**config.mk**
```make
export PLATFORM = sky130hd
export DESIGN_NAME = alu_muldiv_sequencer
export DESIGN_NICKNAME = d
export VERILOG_FILES = /design/src/rtl/merc16_alu_pkg.sv /design/src/rtl/alu_muldiv_sequencer.sv
export SDC_FILE = /design/constraint.sdc
export NUM_CORES = 1
export LEC_CHECK = 0
export BUFFER_PORTS_ARGS = -buffer_cell sky130_fd_sc_hd__buf_4
export CELL_PAD_IN_SITES_DETAIL_PLACEMENT = 0
export CELL_PAD_IN_SITES_GLOBAL_PLACEMENT = 1
export CORE_MARGIN = 4
export CORE_UTILIZATION = 47
export CTS_BUF_LIST = sky130_fd_sc_hd__clkbuf_16
export CTS_CLUSTER_SIZE = 8
export DETAILED_ROUTE_END_ITERATION = 10
export PLACE_DENSITY_LB_ADDON = 0.1
export SYNTH_ARGS = -nofsm -noshare
export SYNTH_HDL_FRONTEND = slang
export SYNTH_SLANG_ARGS = --single-unit
```
**constraint.sdc**
```tcl
create_clock -name clk -period 3.3 [get_ports clk]
set_input_delay 0.33 -clock clk [delete_from_list [all_inputs] [get_ports clk]]
set_output_delay 0.33 -clock clk [all_outputs]
set_load 0.02 [all_outputs]
```
**src/rtl/merc16_alu_pkg.sv**
```systemverilog
// ============================================================================
// Module      : merc16_alu_pkg (package)
// Description : Shared definitions for the MERC-16 ALU and its iterative
//               multiply/divide sequencer. Holds the datapath width, the
//               3-bit ALU select codes, the sequencer op codes and the
//               sequencer state encoding.
// Revision    : 1.0 - initial release
// ============================================================================
`default_nettype none

package merc16_alu_pkg;

  // Datapath width shared by the ALU and everything that drives it.
  localparam int MERC16_WIDTH = 16;

  // ALU select codes. The ALU decodes these same values.
  typedef enum logic [2:0] {
    ALU_ADD  = 3'd0,
    ALU_SUB  = 3'd1,
    ALU_AND  = 3'd2,
    ALU_OR   = 3'd3,
    ALU_XOR  = 3'd4,
    ALU_LSL  = 3'd5,
    ALU_LSR  = 3'd6,
    ALU_COMP = 3'd7
  } alu_sel_e;

  // Sequencer operation codes (the 'op' input).
  typedef enum logic {
    OP_MUL  = 1'b0,
    OP_DIVU = 1'b1
  } seq_op_e;

  // Sequencer state encoding.
  typedef enum logic [1:0] {
    ST_IDLE = 2'd0,
    ST_RUN  = 2'd1,
    ST_DONE = 2'd2
  } seq_state_e;

endpackage : merc16_alu_pkg

`default_nettype wire

```
**src/rtl/alu_muldiv_sequencer.sv**
```systemverilog
// ============================================================================
// Module      : alu_muldiv_sequencer
// Description : Iterative unsigned 16-bit multiply (low half of product) and
//               restoring divide (quotient + remainder) built on the shared
//               combinational ALU. Each step takes two cycles (P0/P1); the
//               sequencer drives the ALU operands/select and latches its
//               result back into its own working registers.
// Revision    : 1.0 - initial release
//
// Configuration macro:
//   ALU_SEQ_EARLY_EXIT_EN - when defined, MUL finishes as soon as the
//                           remaining multiplier bits are all zero
//                           (latency 2k+1, k = bit length of opb).
//                           Undefined: fixed 33-cycle latency for both ops.
//
// Ports:
//   clk          in   1      clock, rising edge
//   rst_n        in   1      asynchronous active-low reset
//   start        in   1      request, sampled only while not busy
//   op           in   1      0 = MUL, 1 = DIVU
//   opa          in   WIDTH  multiplicand / dividend, captured on accept
//   opb          in   WIDTH  multiplier / divisor, captured on accept
//   busy         out  1      operation in flight
//   done         out  1      one-cycle pulse, results valid from this cycle
//   result       out  WIDTH  product[15:0] or quotient, held until next done
//   remainder    out  WIDTH  DIVU remainder, 0 after MUL
//   div_by_zero  out  1      DIVU with opb == 0, held with result
//   alu_a        out  WIDTH  ALU operand A
//   alu_b        out  WIDTH  ALU operand B
//   alu_s        out  3      ALU select
//   alu_r        in   WIDTH  ALU result
//   alu_lt       in   1      ALU unsigned A < B flag
// ============================================================================
`default_nettype none

module alu_muldiv_sequencer
  import merc16_alu_pkg::*;
#(
  parameter int WIDTH = MERC16_WIDTH,
  parameter int STEPS = WIDTH
) (
  input  logic             clk,
  input  logic             rst_n,
  input  logic             start,
  input  logic             op,
  input  logic [WIDTH-1:0] opa,
  input  logic [WIDTH-1:0] opb,
  output logic             busy,
  output logic             done,
  output logic [WIDTH-1:0] result,
  output logic [WIDTH-1:0] remainder,
  output logic             div_by_zero,
  output logic [WIDTH-1:0] alu_a,
  output logic [WIDTH-1:0] alu_b,
  output logic [2:0]       alu_s,
  input  logic [WIDTH-1:0] alu_r,
  input  logic             alu_lt
);

  localparam int                  c_STEP_W    = (STEPS > 1) ? $clog2(STEPS) : 1;
  localparam logic [c_STEP_W-1:0] c_LAST_STEP = c_STEP_W'(STEPS - 1);

  seq_state_e          r_state;
  seq_state_e          w_state_next;
  logic [c_STEP_W-1:0] r_step;
  logic                r_phase;      // 0 = P0, 1 = P1
  seq_op_e             r_op;

  // MUL working registers
  logic [WIDTH-1:0]    r_acc;
  logic [WIDTH-1:0]    r_mcand;
  logic [WIDTH-1:0]    r_mplier;

  // DIVU working registers
  logic [WIDTH-1:0]    r_rem;
  logic [WIDTH-1:0]    r_dvd;
  logic [WIDTH-1:0]    r_dvs;
  logic [WIDTH-1:0]    r_quo;
  logic                r_dbz;
  logic                r_ovf;        // bit shifted out of rem during P0

  // Output registers
  logic [WIDTH-1:0]    r_result;
  logic [WIDTH-1:0]    r_remainder;
  logic                r_div_by_zero;

  logic                w_accept;
  logic                w_take;
  logic [WIDTH-1:0]    w_rem_p1;
  logic [WIDTH-1:0]    w_quo_p1;

  // A new request is taken whenever nothing is in flight, including the
  // DONE cycle, so back-to-back operations lose no cycles.
  assign w_accept = start && (r_state != ST_RUN);

  // Restoring-divide subtract decision. The shifted remainder is one bit
  // wider than the ALU; if the bit shifted out was set, the true value is
  // at least 2^WIDTH, which always exceeds the divisor, so the subtraction
  // must be kept even though the truncated compare says otherwise.
  assign w_take   = !alu_lt || r_ovf;
  assign w_rem_p1 = w_take ? alu_r : r_rem;
  assign w_quo_p1 = {r_quo[WIDTH-2:0], w_take};

  // --------------------------------------------------------------------------
  // State register
  // --------------------------------------------------------------------------
  always_ff @(posedge clk or negedge rst_n) begin
    if (!rst_n) begin
      r_state <= ST_IDLE;
    end else begin
      r_state <= w_state_next;
    end
  end

  // --------------------------------------------------------------------------
  // Next-state logic
  // --------------------------------------------------------------------------
  always_comb begin
    w_state_next = r_state;
    case (r_state)
      ST_IDLE, ST_DONE: begin
        w_state_next = ST_IDLE;
        if (start) begin
          w_state_next = ST_RUN;
`ifdef ALU_SEQ_EARLY_EXIT_EN
          // A zero multiplier has nothing to accumulate.
          if ((seq_op_e'(op) == OP_MUL) && (opb == '0)) begin
            w_state_next = ST_DONE;
          end
`endif
        end
      end
      ST_RUN: begin
        if (r_phase) begin
          if (r_step == c_LAST_STEP) begin
            w_state_next = ST_DONE;
          end
`ifdef ALU_SEQ_EARLY_EXIT_EN
          // The multiplier is about to shift right; if no set bits remain
          // above bit 0, the next P0 would never add again.
          if ((r_op == OP_MUL) && (r_mplier[WIDTH-1:1] == '0)) begin
            w_state_next = ST_DONE;
          end
`endif
        end
      end
      default: w_state_next = ST_IDLE;
    endcase
  end

  // --------------------------------------------------------------------------
  // Output logic: status flags and ALU drive
  // --------------------------------------------------------------------------
  always_comb begin
    busy  = 1'b0;
    done  = 1'b0;
    alu_a = '0;
    alu_b = '0;
    alu_s = ALU_ADD;
    case (r_state)
      ST_RUN: begin
        busy = 1'b1;
        if (r_op == OP_MUL) begin
          if (!r_phase) begin
            alu_a = r_acc;
            alu_b = r_mcand;
            alu_s = ALU_ADD;
          end else begin
            alu_a = r_mcand;
            alu_b = WIDTH'(1);
            alu_s = ALU_LSL;
          end
        end else begin
          if (!r_phase) begin
            alu_a = r_rem;
            alu_b = WIDTH'(1);
            alu_s = ALU_LSL;
          end else begin
            alu_a = r_rem;
            alu_b = r_dvs;
            alu_s = ALU_SUB;
          end
        end
      end
      ST_DONE: done = 1'b1;
      default: ;
    endcase
  end

  // --------------------------------------------------------------------------
  // Datapath registers
  // --------------------------------------------------------------------------
  always_ff @(posedge clk or negedge rst_n) begin
    if (!rst_n) begin
      r_step   <= '0;
      r_phase  <= 1'b0;
      r_op     <= OP_MUL;
      r_acc    <= '0;
      r_mcand  <= '0;
      r_mplier <= '0;
      r_rem    <= '0;
      r_dvd    <= '0;
      r_dvs    <= '0;
      r_quo    <= '0;
      r_dbz    <= 1'b0;
      r_ovf    <= 1'b0;
    end else if (w_accept) begin
      r_step   <= '0;
      r_phase  <= 1'b0;
      r_op     <= seq_op_e'(op);
      r_acc    <= '0;
      r_mcand  <= opa;
      r_mplier <= opb;
      r_rem    <= '0;
      r_dvd    <= opa;
      r_dvs    <= opb;
      r_quo    <= '0;
      r_dbz    <= (seq_op_e'(op) == OP_DIVU) && (opb == '0);
      r_ovf    <= 1'b0;
    end else if (r_state == ST_RUN) begin
      r_phase <= ~r_phase;
      if (r_phase) begin
        r_step <= r_step + 1'b1;
      end
      if (r_op == OP_MUL) begin
        if (!r_phase) begin
          if (r_mplier[0]) begin
            r_acc <= alu_r;
          end
        end else begin
          r_mcand  <= alu_r;
          r_mplier <= r_mplier >> 1;
        end
      end else begin
        if (!r_phase) begin
          // Bring the next dividend bit into the freshly shifted remainder.
          r_ovf <= r_rem[WIDTH-1];
          r_rem <= {alu_r[WIDTH-1:1], alu_r[0] | r_dvd[WIDTH-1]};
          r_dvd <= r_dvd << 1;
        end else begin
          r_rem <= w_rem_p1;
          r_quo <= w_quo_p1;
        end
      end
    end
  end

  // --------------------------------------------------------------------------
  // Result registers: loaded on the edge that enters DONE, so they are valid
  // during the done cycle and held until the next entry into DONE. The final
  // divide step is still being written on that edge, so its next values are
  // taken directly.
  // --------------------------------------------------------------------------
  always_ff @(posedge clk or negedge rst_n) begin
    if (!rst_n) begin
      r_result      <= '0;
      r_remainder   <= '0;
      r_div_by_zero <= 1'b0;
    end else if (w_state_next == ST_DONE) begin
      if ((r_state == ST_RUN) && (r_op == OP_DIVU)) begin
        r_result      <= w_quo_p1;
        r_remainder   <= w_rem_p1;
        r_div_by_zero <= r_dbz;
      end else if (r_state == ST_RUN) begin
        r_result      <= r_acc;
        r_remainder   <= '0;
        r_div_by_zero <= 1'b0;
      end else begin
        // Zero-multiplier shortcut straight from accept.
        r_result      <= '0;
        r_remainder   <= '0;
        r_div_by_zero <= 1'b0;
      end
    end
  end

  assign result      = r_result;
  assign remainder   = r_remainder;
  assign div_by_zero = r_div_by_zero;

endmodule : alu_muldiv_sequencer

`default_nettype wire

```
**Yosys cells after proc, flatten, opt, wreduce, memory -nomap -nowiden**

Index checks and enable logic that the tools add are counted.

- Reduce and logical (&&, ||, !) cells: 18
- Multiplexer cells: 56
- Bitwise operators: 2
- Equal/unequal tests: 7
- Add/subtract/negate cells: 1

Operators with widths:

| cell | number |
|---|---|
| 16-bit two-way mux | 32 |
| 15-bit two-way mux | 4 |
| 16-bit logical NOT | 1 |
| 3-bit two-way mux | 4 |
| 4-bit two-way mux | 3 |
| 1-bit two-way mux | 10 |
| 3-bit AND reduction | 3 |
| 2-bit nonzero test | 4 |
| 2-bit by 1-bit inequality test with 1-bit output, second input constant | 3 |
| 4-bit by 1-bit adder with 4-bit output, second input constant | 1 |
| 2-bit == test, second input constant | 2 |
| 4-bit == test, second input constant | 1 |
| 2-bit two-way mux | 2 |
| 2-bit one-hot mux with 2 select lines | 1 |
| 2-bit AND reduction | 2 |
| 4-bit AND reduction | 1 |
| 1-bit logical AND | 3 |
| 2-bit by 1-bit == test with 1-bit output, second input constant | 1 |
| 2-bit logical NOT | 1 |
| 2-bit OR reduction | 1 |
| 1-bit logical NOT | 1 |
| 1-bit logical OR | 1 |
| 1-bit NOT | 1 |
| 1-bit OR | 1 |

- Word-level logic and storage cells: 100
- Register bits: 154
- Output and inout bits: 70
- Bits of input ports: 53

**Logic depth before layout (Yosys ltp)**

Gate-level depths: netlist (run 1).

- Word-level depth: 7
- Depth in mapped cells: 9
- Gate-level depth less buffers: 6

**Worst setup path before layout (run 1)**

OpenSTA, ideal clock, no wires.

- Path type: reg2out
- Start point: register r_state[1]
- End point: output port alu_a[10]
- Path slack: 1.378 ns
- Stages on the path, launching flop included: 7
- Arrival time: 1.592 ns
- Path through: dfrtp_1 -> nand2b_1 -> buf_6 -> inv_8 -> nand2_1 -> clkbuf_1 -> o21ai_0

- Longest elaborated chain between the ends: 2

RTL lines:

| what | RTL line | source |
|---|---|---|
| from (decl) | alu_muldiv_sequencer.sv:63 | `seq_state_e r_state;` |
| from (signal assigned) | alu_muldiv_sequencer.sv:111 | `r_state <= w_state_next;` |
| 2-bit by 1-bit == test with 1-bit output | alu_muldiv_sequencer.sv:160 | `case (r_state)` |
| 16-bit two-way mux | alu_muldiv_sequencer.sv:160 |  |
| to (decl) | alu_muldiv_sequencer.sv:53 | `output logic [WIDTH-1:0] alu_a,` |

No other way between the ends.

**Worst setup path after layout (run 1)**

- Start point: register r_state[1]
- End point: output port alu_a[5]

Same word-level chain as after synthesis.

==> reports/results.ini, run 1 <==
[power]
power_density_nw_per_um2 = 1077
p_leak_nw = 4.266
power_w = 0.009670
peakVddDrop_mv = 0.4810

[worst_setup_path]
critPathCaptureType = output pin
r2r_slack_ps = 910
r2r_cells = 4
cpLargestDelayFamily = simple AND/OR/NAND/NOR gates
crit_arrival_ps = 2370
critical_path_class = reg -> out
reg2reg_from = r_state[1]
worst-path-buf-inv = 2
worstPathMaxFanout = 16
crit_required_ps = 2970
path_cells = nand2b_1 -> inv_8 -> nand2_1 -> o21ai_0 -> buf_4
critPathSlowestCell = dfrtp_1
worstSetupStartpoint = r_state[1]
worst_setup_path_start_kind = register
worstReg2RegEnd = r_dvd[0]
cpPeakStageDelay_ps = 430

[timing]
worst_slew_pin_slew_ps = 1070
drv_slew = 0
finalSetupTns_ps = 0
setup_viol = 0
fin_crit_sh = 0.8178
hold_violations = 0
skew_ps = 5.840
post-route-min-period_ps = 2699
rsz0062_at_grt = no
slew_headroom = 0.2822
fmax_ghz = 0.3706

[placement]
placed_cells = 1036
routabilityCongestion = 0.8756
io_buffers = 121
hpwl_um = 14000

[grt]
grt_max_degree = 78
grt_pass1_wl_um = 31820
grt_pass1_vias = 5825
antenna_found_initial = 0
grt.total_usage = 0.2284
overflow = 0

[layout]
fin_nets = 900
area_growth_pct = 21.53
drive_gt1_frac = 0.2550
antenna_cells = 0
instances_no_fill = 1066

[cts]
clk_pin_slew_ps = 60
cts_tree = built
clk_latency_ps = 430
htreeDepth = 4
cts_buffers = 17
ctsResizeCount = 0
clock_sinks = 154
root_buffer = clkbuf_16
cts_buffer_depth = 2

[detailed_routing]
route.detailed.drc = 0
vias_per_cell = 5.451
dr.first_iter.drc_count = 382
vias = 5811
first_pass_iters = 4
wl_per_cell_um = 18.54
ant_nets = 0
wl_um = 19760

[die]
core_area_um2 = 15310
rows = 45
die_x_um = 133.4
die_area_um2 = 17780
die_y_um = 133.4
ios = 123
start_util = 0.4823

[hold_path]
min_path_type = in -> reg
min_to = r_dvs[0]
worstHoldStart = opb[0]
min_path_cells = 3

[logic_synthesis]
synth_area_leader_cell = dfrtp_1
synth_top_area_share = 0.5218
synth_area_leaders = dfrtp_1 52%, nand2_1 11%, mux2_2 5.2%
syn_avg_cell_area_um2 = 9.967
syn_inst = 741
ys_ff_latch = 154
syn_area_um2 = 7386
ys.warnings.count = 0
syn-num-nets = 796
synth_seq_area_share = 0.5218
synth_cell_types = 49

[flow_run]
cap_violations = 0

[run_status]
outcome = complete, no violations

[layer usage]
metal / global-route usage / part of all wire / vias to the layer above
li1: - / - / 2755
met1: 0.3227 / 0.46 / 2851
met2: 0.3575 / 0.47 / 188
met3: 0.05098 / 0.059 / 17
met4: 0.06343 / 0.012 / 0
met5: 0 / 0 / -
[final cells by class]
class	count	area [um^2]
flip-flops and latches	154	3854
repair buffers	136	1052
well taps	211	264.0
clock inverters	12	133.9
inverters	6	30.03
clock buffers	17	425.4
multi-input cells	530	3217
fillers	1404	6339
[through the flow]
stage / hold WS (ps) / utilization / setup slack, ps / area [um^2]
2_1_floorplan: 34.41 / - / 1378 / 7386
3_3_place_gp: 414.2 / 0.5489 / 981.5 / 8407
3_5_place_dp: 419.5 / 0.5489 / 886.1 / 8407
4_1_cts: 105.3 / 0.5861 / 594.5 / 8976
5_1_grt: 112.0 / 0.5861 / 454.6 / 8976
6_report: 118.6 / 0.5861 / 601.4 / 8976
[what timing repair did]
action	in CTS	in global routing
setup buffers	0	0
endpoints found under the hold margin	75	0
endpoints found under the setup margin	0	0
hold buffers	1	0
[Yosys cell counts, drive strengths merged]
library cell  instances
nand2               212
dfrtp               154
o21ai                72
mux2                 62
nor2                 37
buf                  35
mux2i                33
a21oi                19
nor3                 17
a221oi               16
a22o                 16
clkbuf               16
a31oi                15
inv                   5
nand3                 5
and2                  2
ha                    2
nand2b                2
nor4b                 2
or3                   2
a21o                  1
a31o                  1
a32o                  1
and3b                 1
and4                  1
clkinv                1
conb                  1
nand3b                1
nand4                 1
nor2b                 1
nor3b                 1
nor4                  1
o21a                  1
o22ai                 1
o311a                 1
o31ai                 1
or4                   1
[registers in the layout (all words and copies together) (netlist names), 16 cells and up]
register and count:
r_rem 16, r_mplier 16, r_dvd 16, remainder 16, r_acc 16, r_dvs 16, r_mcand 16, result 16
[worst register-to-register path: cells and delay by family, from the launching register on]
| kind | cells | cell delay [ps] |
|---|---|---|
| AOI/OAI and AO/OA | 2 | 950 |
| DFF | 1 | 430 |
| and+or+nand+nor | 2 | 830 |
[power by group]
part           switching, W  internal, W  total, W  leakage, nW
Combinational       0.00253      0.00188   0.00441         2.10
Sequential         0.000642      0.00272   0.00337         1.89
Clock              0.000733      0.00116   0.00189        0.268
[layout by cell type, fill, tap and decap left out, types with 3 or more instances in the layout]
cell type and count:
a22o_1 16, buf_4 132, o21ai_0 70, bufinv_16 3, mux2i_1 33, clkinv_1 6, mux2_4 17, inv_1 4
mux2_2 34, a31oi_1 15, nor2_1 34, mux2_1 11, clkbuf_16 17, nor3_1 17, nand2_1 211, dfrtp_1 154
nand3_1 5, a21oi_1 18, a221oi_1 16
[kinds of logic (layout without fill, tap and decap cells)]
logic type / Yosys count / after routing / share of synthesized area
DFF: 154 / 154 / 0.5218
adders and majority gates: 2 / 2 / 0.003388
and+or+nand+nor: 287 / 287 / 0.1618
other: 1 / 1 / 0.0005077
buffers and inverters: 57 / 171 / 0.04303
muxes: 95 / 95 / 0.1479
AOI/OAI and AO/OA: 145 / 145 / 0.1216
[worst max path at each step]
stage | end | slack, ps | cells past startpoint
2_1_floorplan | alu_a[10] | 1380 | 6
3_3_place_gp | result[8] | 980 | 7
3_5_place_dp | r_dvd[0] | 890 | 4
4_1_cts | alu_a[15] | 590 | 5
5_1_grt | alu_a[5] | 450 | 5
6_report | alu_a[5] | 600 | 5
No activity file was read; power rests on OpenSTA's default activity.
==> inputs of run 2 (changes only) <==
--- a/config.mk
+++ b/config.mk
@@ -9,7 +9,7 @@
 export CELL_PAD_IN_SITES_DETAIL_PLACEMENT = 0
 export CELL_PAD_IN_SITES_GLOBAL_PLACEMENT = 1
 export CORE_MARGIN = 4
-export CORE_UTILIZATION = 47
+export CORE_UTILIZATION = 44
 export CTS_BUF_LIST = sky130_fd_sc_hd__clkbuf_16
 export CTS_CLUSTER_SIZE = 8
 export DETAILED_ROUTE_END_ITERATION = 10
==> constraint.sdc (replaced) <==
create_clock -name clk -period 2.55 [get_ports clk]
set_input_delay 0.255 -clock clk [delete_from_list [all_inputs] [get_ports clk]]
set_output_delay 0.255 -clock clk [all_outputs]
set_load 0.02 [all_outputs]
==> run 2 against run 1 <==
- wire length grew 1.9%
- critical endpoint is now alu_a[8]
- count of clock-buffer cells in the layout is the same
- cell area grew 1.2%
- sequential power grew 30%
- combinational power grew 33%
- via count grew 0.83%
==> reports/results.ini, run 2 (synthesized netlist as in run 1, its figures left out) <==
[power]
seqPwrFrac = 0.348  ; about the same
pwr-share-comb = 0.465  ; was 0.457
pwr-share-clk = 0.188  ; was 0.195
p_sw_w = 0.005128  ; was 0.003907 W
peakVddDrop_mv = 0.6533  ; was 0.4810 mV
internal_power_w = 0.007499  ; was 0.005762 W
switching_share = 0.4061  ; was 0.4041
p_leak_nw = 4.329  ; was 4.266 nW
power_density_nw_per_um2 = 1390  ; was 1077 nW/um^2

[cts]
clk_latency_ps = 420  ; was 430 ps
cts_tree = built  ; unchanged
root_buffer = clkbuf_16  ; unchanged
htreeDepth = 4  ; unchanged
clock_sinks = 154  ; unchanged
cts_buffers = 17  ; unchanged
clk_pin_slew_ps = 60  ; about the same
cts_setup_buffers = 0  ; unchanged
cts_buffer_depth = 2  ; unchanged

[placement]
hpwl_um = 14530  ; was 14,000 um
routabilityCongestion = 0.8799  ; was 0.8756
io_buffers = 121  ; unchanged
placed_area_um2 = 8523  ; was 8407 um^2
place_ws_ps = 312.3  ; was 886.1 ps

[grt]
overflow = 0  ; unchanged
grt_max_degree = 65  ; was 78
antenna_found_initial = 0  ; unchanged
grt_pass1_wl_um = 32010  ; was 31,820 um
grt.total_usage = 0.2216  ; was 0.2284
grt_pass1_vias = 5856  ; was 5,825

[worst_setup_path]
cpLargestDelayFamily = simple AND/OR/NAND/NOR gates  ; unchanged
r2r_cells = 6  ; was 4
critPathCaptureType = output pin  ; unchanged
crit_arrival_ps = 2120  ; was 2370 ps
crit_cells = 5  ; unchanged
worst-path-buf-inv = 2  ; unchanged
critical_path_class = reg -> out  ; unchanged
crit_required_ps = 2300  ; was 2970 ps
path_cells = nand2b_1 -> inv_8 -> nand2_2 -> o21ai_0 -> buf_4  ; was nand2b_1 -> inv_8 -> nand2_1 -> o21ai_0 -> buf_4
worstPathMaxFanout = 16  ; unchanged
crit_end = alu_a[8]  ; was alu_a[5]
worstReg2RegEnd = r_mplier[4]  ; was r_dvd[0]
reg2reg_from = r_state[1]  ; unchanged
critPathSlowestCell = dfrtp_1  ; unchanged
cpPeakStageDelay_ps = 430  ; about the same
r2r_slack_ps = 310  ; was 910 ps
worst_setup_path_start_kind = register  ; unchanged
worstSetupStartpoint = r_state[1]  ; unchanged

[timing]
rsz0062_at_grt = no  ; unchanged
finalSetupTns_ps = 0  ; unchanged
worst_slew_pin_slew_ps = 672.0  ; was 1070 ps
setup_viol = 0  ; unchanged
setup_slack_ps = 172.1  ; was 601.4 ps
post-route-min-period_ps = 2378
hold_violations = 0  ; unchanged
fin_crit_sh = 0.9325
fmax_ghz = 0.4205
slew_headroom = 0.5509  ; was 0.2822
drv_slew = 0  ; unchanged
skew_ps = 10.43  ; was 5.840 ps

[detailed_routing]
wl_um = 20140  ; was 19,760 um
vias_per_cell = 5.390  ; was 5.451
route.detailed.drc = 0  ; unchanged
first_pass_iters = 5  ; was 4
ant_nets = 0  ; unchanged
vias = 5859  ; was 5,811
dr.first_iter.drc_count = 308  ; was 382
wl_per_cell_um = 18.53  ; was 18.54 um

[layout]
design_area_um2 = 9081  ; was 8976 um^2
fin_nets = 909  ; was 900
antenna_cells = 0  ; unchanged
layout_common_cells = 210 x nand2_1, 153 x dfrtp_1, 138 x buf_4  ; was 211 x nand2_1, 154 x dfrtp_1, 132 x buf_4
area_growth_pct = 22.95  ; was 21.53%
final_common_cell = nand2_1  ; unchanged
regArea_um2 = 3855  ; was 3854 um^2
final.fill_count = 1526  ; was 1,404
multiInputGateArea_um2 = 3219  ; was 3217 um^2
drive_gt1_frac = 0.2630  ; was 0.2550

[die]
die_x_um = 137.6  ; was 133.4 um
die_y_um = 137.6  ; was 133.4 um
start_util = 0.4470  ; was 0.4823
die_area_um2 = 18920  ; was 17,780 um^2
ios = 123  ; unchanged
rows = 47  ; was 45
core_area_um2 = 16520  ; was 15,310 um^2

[flow_run]
cap_violations = 0  ; unchanged

[run_status]
outcome = complete, no violations  ; unchanged

[hold_path]
min_path_cells = 3  ; unchanged
min_path_type = in -> reg  ; unchanged

[run 2: layout make-up]
type / instances / share of cell area
Clock buffer: 17 / 0.04684
Clock inverter: 15 / 0.01309
Inverter: 6 / 0.003307
Multi-Input combinational cell: 530 / 0.3545
Sequential cell: 154 / 0.4245
Tap cell: 220 / 0.03031
Timing Repair Buffer: 145 / 0.1274
[run 2: per-stage QoR]
step                      total power, W    util  instances  hold slack, ps
after CTS                        0.01271  0.5495       1087           28.96
after floorplan                 0.008040       -        741          -40.59
after detailed placement         0.01030  0.5158       1054           295.2
after global placement           0.01015  0.5158       1054           293.0
after global routing             0.01347  0.5496       1087           46.12
final                            0.01263  0.5496       1087           38.47
[run 2: layer usage]
| metal | share of wire | routed length (um) | track usage | vias to the layer above |
|---|---|---|---|---|
| met1 | 0.47 | 9382 | 0.3127 | 2914 |
| met3 | 0.051 | 1018 | 0.05150 | 20 |
| li1 | - | - | - | 2775 |
| met5 | 0 | 0 | 0 | - |
| met2 | 0.46 | 9358 | 0.3419 | 150 |
| met4 | 0.019 | 384 | 0.06486 | 0 |
[run 2: repair_timing]
item                                    in CTS  in global routing
hold buffers                                 1                  0
endpoints found under the hold margin       62                  0
endpoints found under the setup margin       7                 16
resized for setup                            5                  2
[run 2: power by group through the flow]
stage	Combinational [W]	Sequential, W	Clock, W
final	0.00587	0.00439	0.00237
after global routing	0.00642	0.00451	0.00253
after CTS	0.00594	0.00437	0.00241
after detailed placement	0.00590	0.00440	0
after global placement	0.00579	0.00436	0
after floorplan	0.00368	0.00436	0
[run 2: worst min path at each step]
stage	start	to	slack, ps
finish	opb[14]	r_dvs[14]	40
global route	opb[9]	r_dvs[9]	50
CTS	opb[14]	r_dvs[14]	30
detailed placement	rst_n	result[11]	300
global placement	rst_n	result[12]	290
floorplan	rst_n	div_by_zero	-40
[run 2: worst reg2reg max path, cell delays in order (launching register included)]
cell and delay, ps:
dfrtp_1 420, nand2b_1 410, inv_8 90, nor2_8 280, buf_12 290, mux2_2 370
mux2_1 270
==> inputs of run 3 (changes only) <==
--- a/config.mk
+++ b/config.mk
@@ -13,6 +13,7 @@
 export CTS_BUF_LIST = sky130_fd_sc_hd__clkbuf_16
 export CTS_CLUSTER_SIZE = 8
 export DETAILED_ROUTE_END_ITERATION = 10
+export MAX_ROUTING_LAYER = met4
 export PLACE_DENSITY_LB_ADDON = 0.1
 export SYNTH_ARGS = -nofsm -noshare
 export SYNTH_HDL_FRONTEND = slang
==> run 3 against run 2 <==
- first-iteration DRC count down 1.3%
- largest power group unchanged
- global-route usage up 0.65 points
- sequential power about the same
- critical path depth unchanged
- sequential share of layout area unchanged
- die area unchanged
- clock power about the same
- power about the same
- count of clock-buffer cells in the layout unchanged
- utilization unchanged
==> reports/results.ini, run 3 (synthesized netlist as in run 1, its figures left out) <==
[timing]
drv_slew = 0  ; unchanged
post-route-min-period_ps = 2412  ; was 2378 ps
skew_ps = 9.298  ; was 10.43 ps
rsz0062_at_grt = no  ; unchanged
slew_headroom = 0.5609  ; was 0.5509
fmax_ghz = 0.4146  ; was 0.4205 GHz
hold_violations = 0  ; unchanged
setup_viol = 0  ; unchanged
finalSetupTns_ps = 0  ; unchanged
worst_slew_pin_slew_ps = 657.0  ; was 672.0 ps
setup_slack_ps = 137.9  ; was 172.1 ps
fin_crit_sh = 0.9459  ; was 0.9325

[layout]
layout_common_cells = 210 x nand2_1, 153 x dfrtp_1, 138 x buf_4  ; unchanged
final_common_cell = nand2_1  ; unchanged
regArea_um2 = 3855  ; unchanged
drive_gt1_frac = 0.2630  ; unchanged
antenna_cells = 0  ; unchanged
design_area_um2 = 9081  ; unchanged
finish.utilization = 0.5496  ; unchanged
multiInputGateArea_um2 = 3219  ; unchanged
final.fill_count = 1526  ; unchanged
instances_no_fill = 1087  ; unchanged
fin_nets = 909  ; unchanged
area_growth_pct = 22.95  ; unchanged

[placement]
placed_area_um2 = 8523  ; unchanged
hpwl_um = 14530  ; unchanged
place_ws_ps = 312.3  ; unchanged
placed_cells = 1054  ; unchanged
routabilityCongestion = 0.8945  ; was 0.8799
io_buffers = 121  ; unchanged

[worst_setup_path]
critPathCaptureType = output pin  ; unchanged
crit_arrival_ps = 2160  ; was 2120 ps
path_cells = nand2b_1 -> inv_8 -> nand2_2 -> o21ai_0 -> buf_4  ; unchanged
r2r_slack_ps = 310  ; about the same
worstPathMaxFanout = 16  ; unchanged
worst_setup_path_start_kind = register  ; unchanged
worst-path-buf-inv = 2  ; unchanged
critPathSlowestCell = dfrtp_1  ; unchanged
worstReg2RegEnd = r_mplier[4]  ; unchanged
cpPeakStageDelay_ps = 430  ; about the same
critical_path_class = reg -> out  ; unchanged
r2r_cells = 6  ; unchanged
cpLargestDelayFamily = simple AND/OR/NAND/NOR gates  ; unchanged
reg2reg_from = r_state[1]  ; unchanged
crit_required_ps = 2300  ; about the same

[detailed_routing]
vias = 5857  ; was 5,859
vias_per_cell = 5.388  ; was 5.390
first_pass_iters = 5  ; unchanged
wl_um = 20140  ; about the same
route.detailed.drc = 0  ; unchanged
dr.first_iter.drc_count = 304  ; was 308
wl_per_cell_um = 18.53  ; about the same
ant_nets = 0  ; unchanged

[grt]
overflow = 0  ; unchanged
grt_pass1_vias = 5859  ; was 5,856
grt.total_usage = 0.2280  ; was 0.2216
grt_pass1_wl_um = 32020  ; was 32,010 um
grt_max_degree = 65  ; unchanged
antenna_found_initial = 0  ; unchanged

[cts]
cts_setup_buffers = 0  ; unchanged
cts_buffers = 17  ; unchanged
clock_sinks = 154  ; unchanged
cts_tree = built  ; unchanged
root_buffer = clkbuf_16  ; unchanged
clk_latency_ps = 420  ; about the same
htreeDepth = 4  ; unchanged
clk_pin_slew_ps = 60  ; about the same
cts_buffer_depth = 2  ; unchanged

[die]
rows = 47  ; unchanged
ios = 123  ; unchanged
die_x_um = 137.6  ; unchanged
core_area_um2 = 16520  ; unchanged
die_area_um2 = 18920  ; unchanged
start_util = 0.4470  ; unchanged
die_y_um = 137.6  ; unchanged

[run_status]
outcome = complete, no violations  ; unchanged

[hold_path]
worstHoldStart = opb[4]  ; was opb[14]
min_path_type = in -> reg  ; unchanged
min_to = r_dvs[4]  ; was r_dvs[14]
min_path_cells = 3  ; unchanged

[power]
p_leak_nw = 4.329  ; unchanged
peakVddDrop_mv = 0.6572  ; was 0.6533 mV
power_density_nw_per_um2 = 1390  ; about the same

[flow_run]
cap_violations = 0  ; unchanged

run 3: how the worst max path moves through the flow:
stage               cells after the start          end        from
floorplan                               6    alu_a[10]  r_state[1]
global placement                        6  r_mplier[3]  r_state[1]
detailed placement                      6  r_mplier[1]  r_state[1]
CTS                                     5    alu_b[14]     r_phase
global route                            5     alu_a[0]  r_state[1]
finish                                  5     alu_a[8]  r_state[1]
run 3: worst reg2reg max path, cell delays in order, from the launching register on:
cell and delay (ps):
dfrtp_1 420, nand2b_1 410, inv_8 90, nor2_8 280, buf_12 280, mux2_2 370, mux2_1 270
run 3: final cells by class:
type / count / area share
inverters: 6 / 0.003307
repair buffers: 145 / 0.1274
well taps: 220 / 0.03031
clock buffers: 17 / 0.04684
clock inverters: 15 / 0.01309
flip-flops and latches: 154 / 0.4245
multi-input cells: 530 / 0.3545
run 3: repair_timing:
item / CTS / global route
hold buffers: 1 / 0
cloned: 0 / 0
endpoints found under the hold margin: 62 / 0
resized for setup: 5 / 2
endpoints found under the setup margin: 7 / 16
run 3: power breakdown:
| part | internal [W] | leakage [nW] | switching, W |
|---|---|---|---|
| Combinational | 0.00257 | 2.16 | 0.00330 |
| Sequential | 0.00353 | 1.89 | 0.000860 |
| Clock | 0.00140 | 0.275 | 0.000969 |
run 3: per-layer routing:
layer  GRT usage  part of all wire
met5           -                 0
met4     0.06486             0.019
met3     0.04748             0.047
met2      0.3416              0.46
met1      0.3158              0.47
run 3: through the flow:
stage | total power [W] | hold slack [ps]
final | 0.01262 | 39.31
after CTS | 0.01271 | 28.96
after global routing | 0.01347 | 46.21
after global placement | 0.01015 | 293.0
after detailed placement | 0.01030 | 295.2
after floorplan | 0.008040 | -40.59
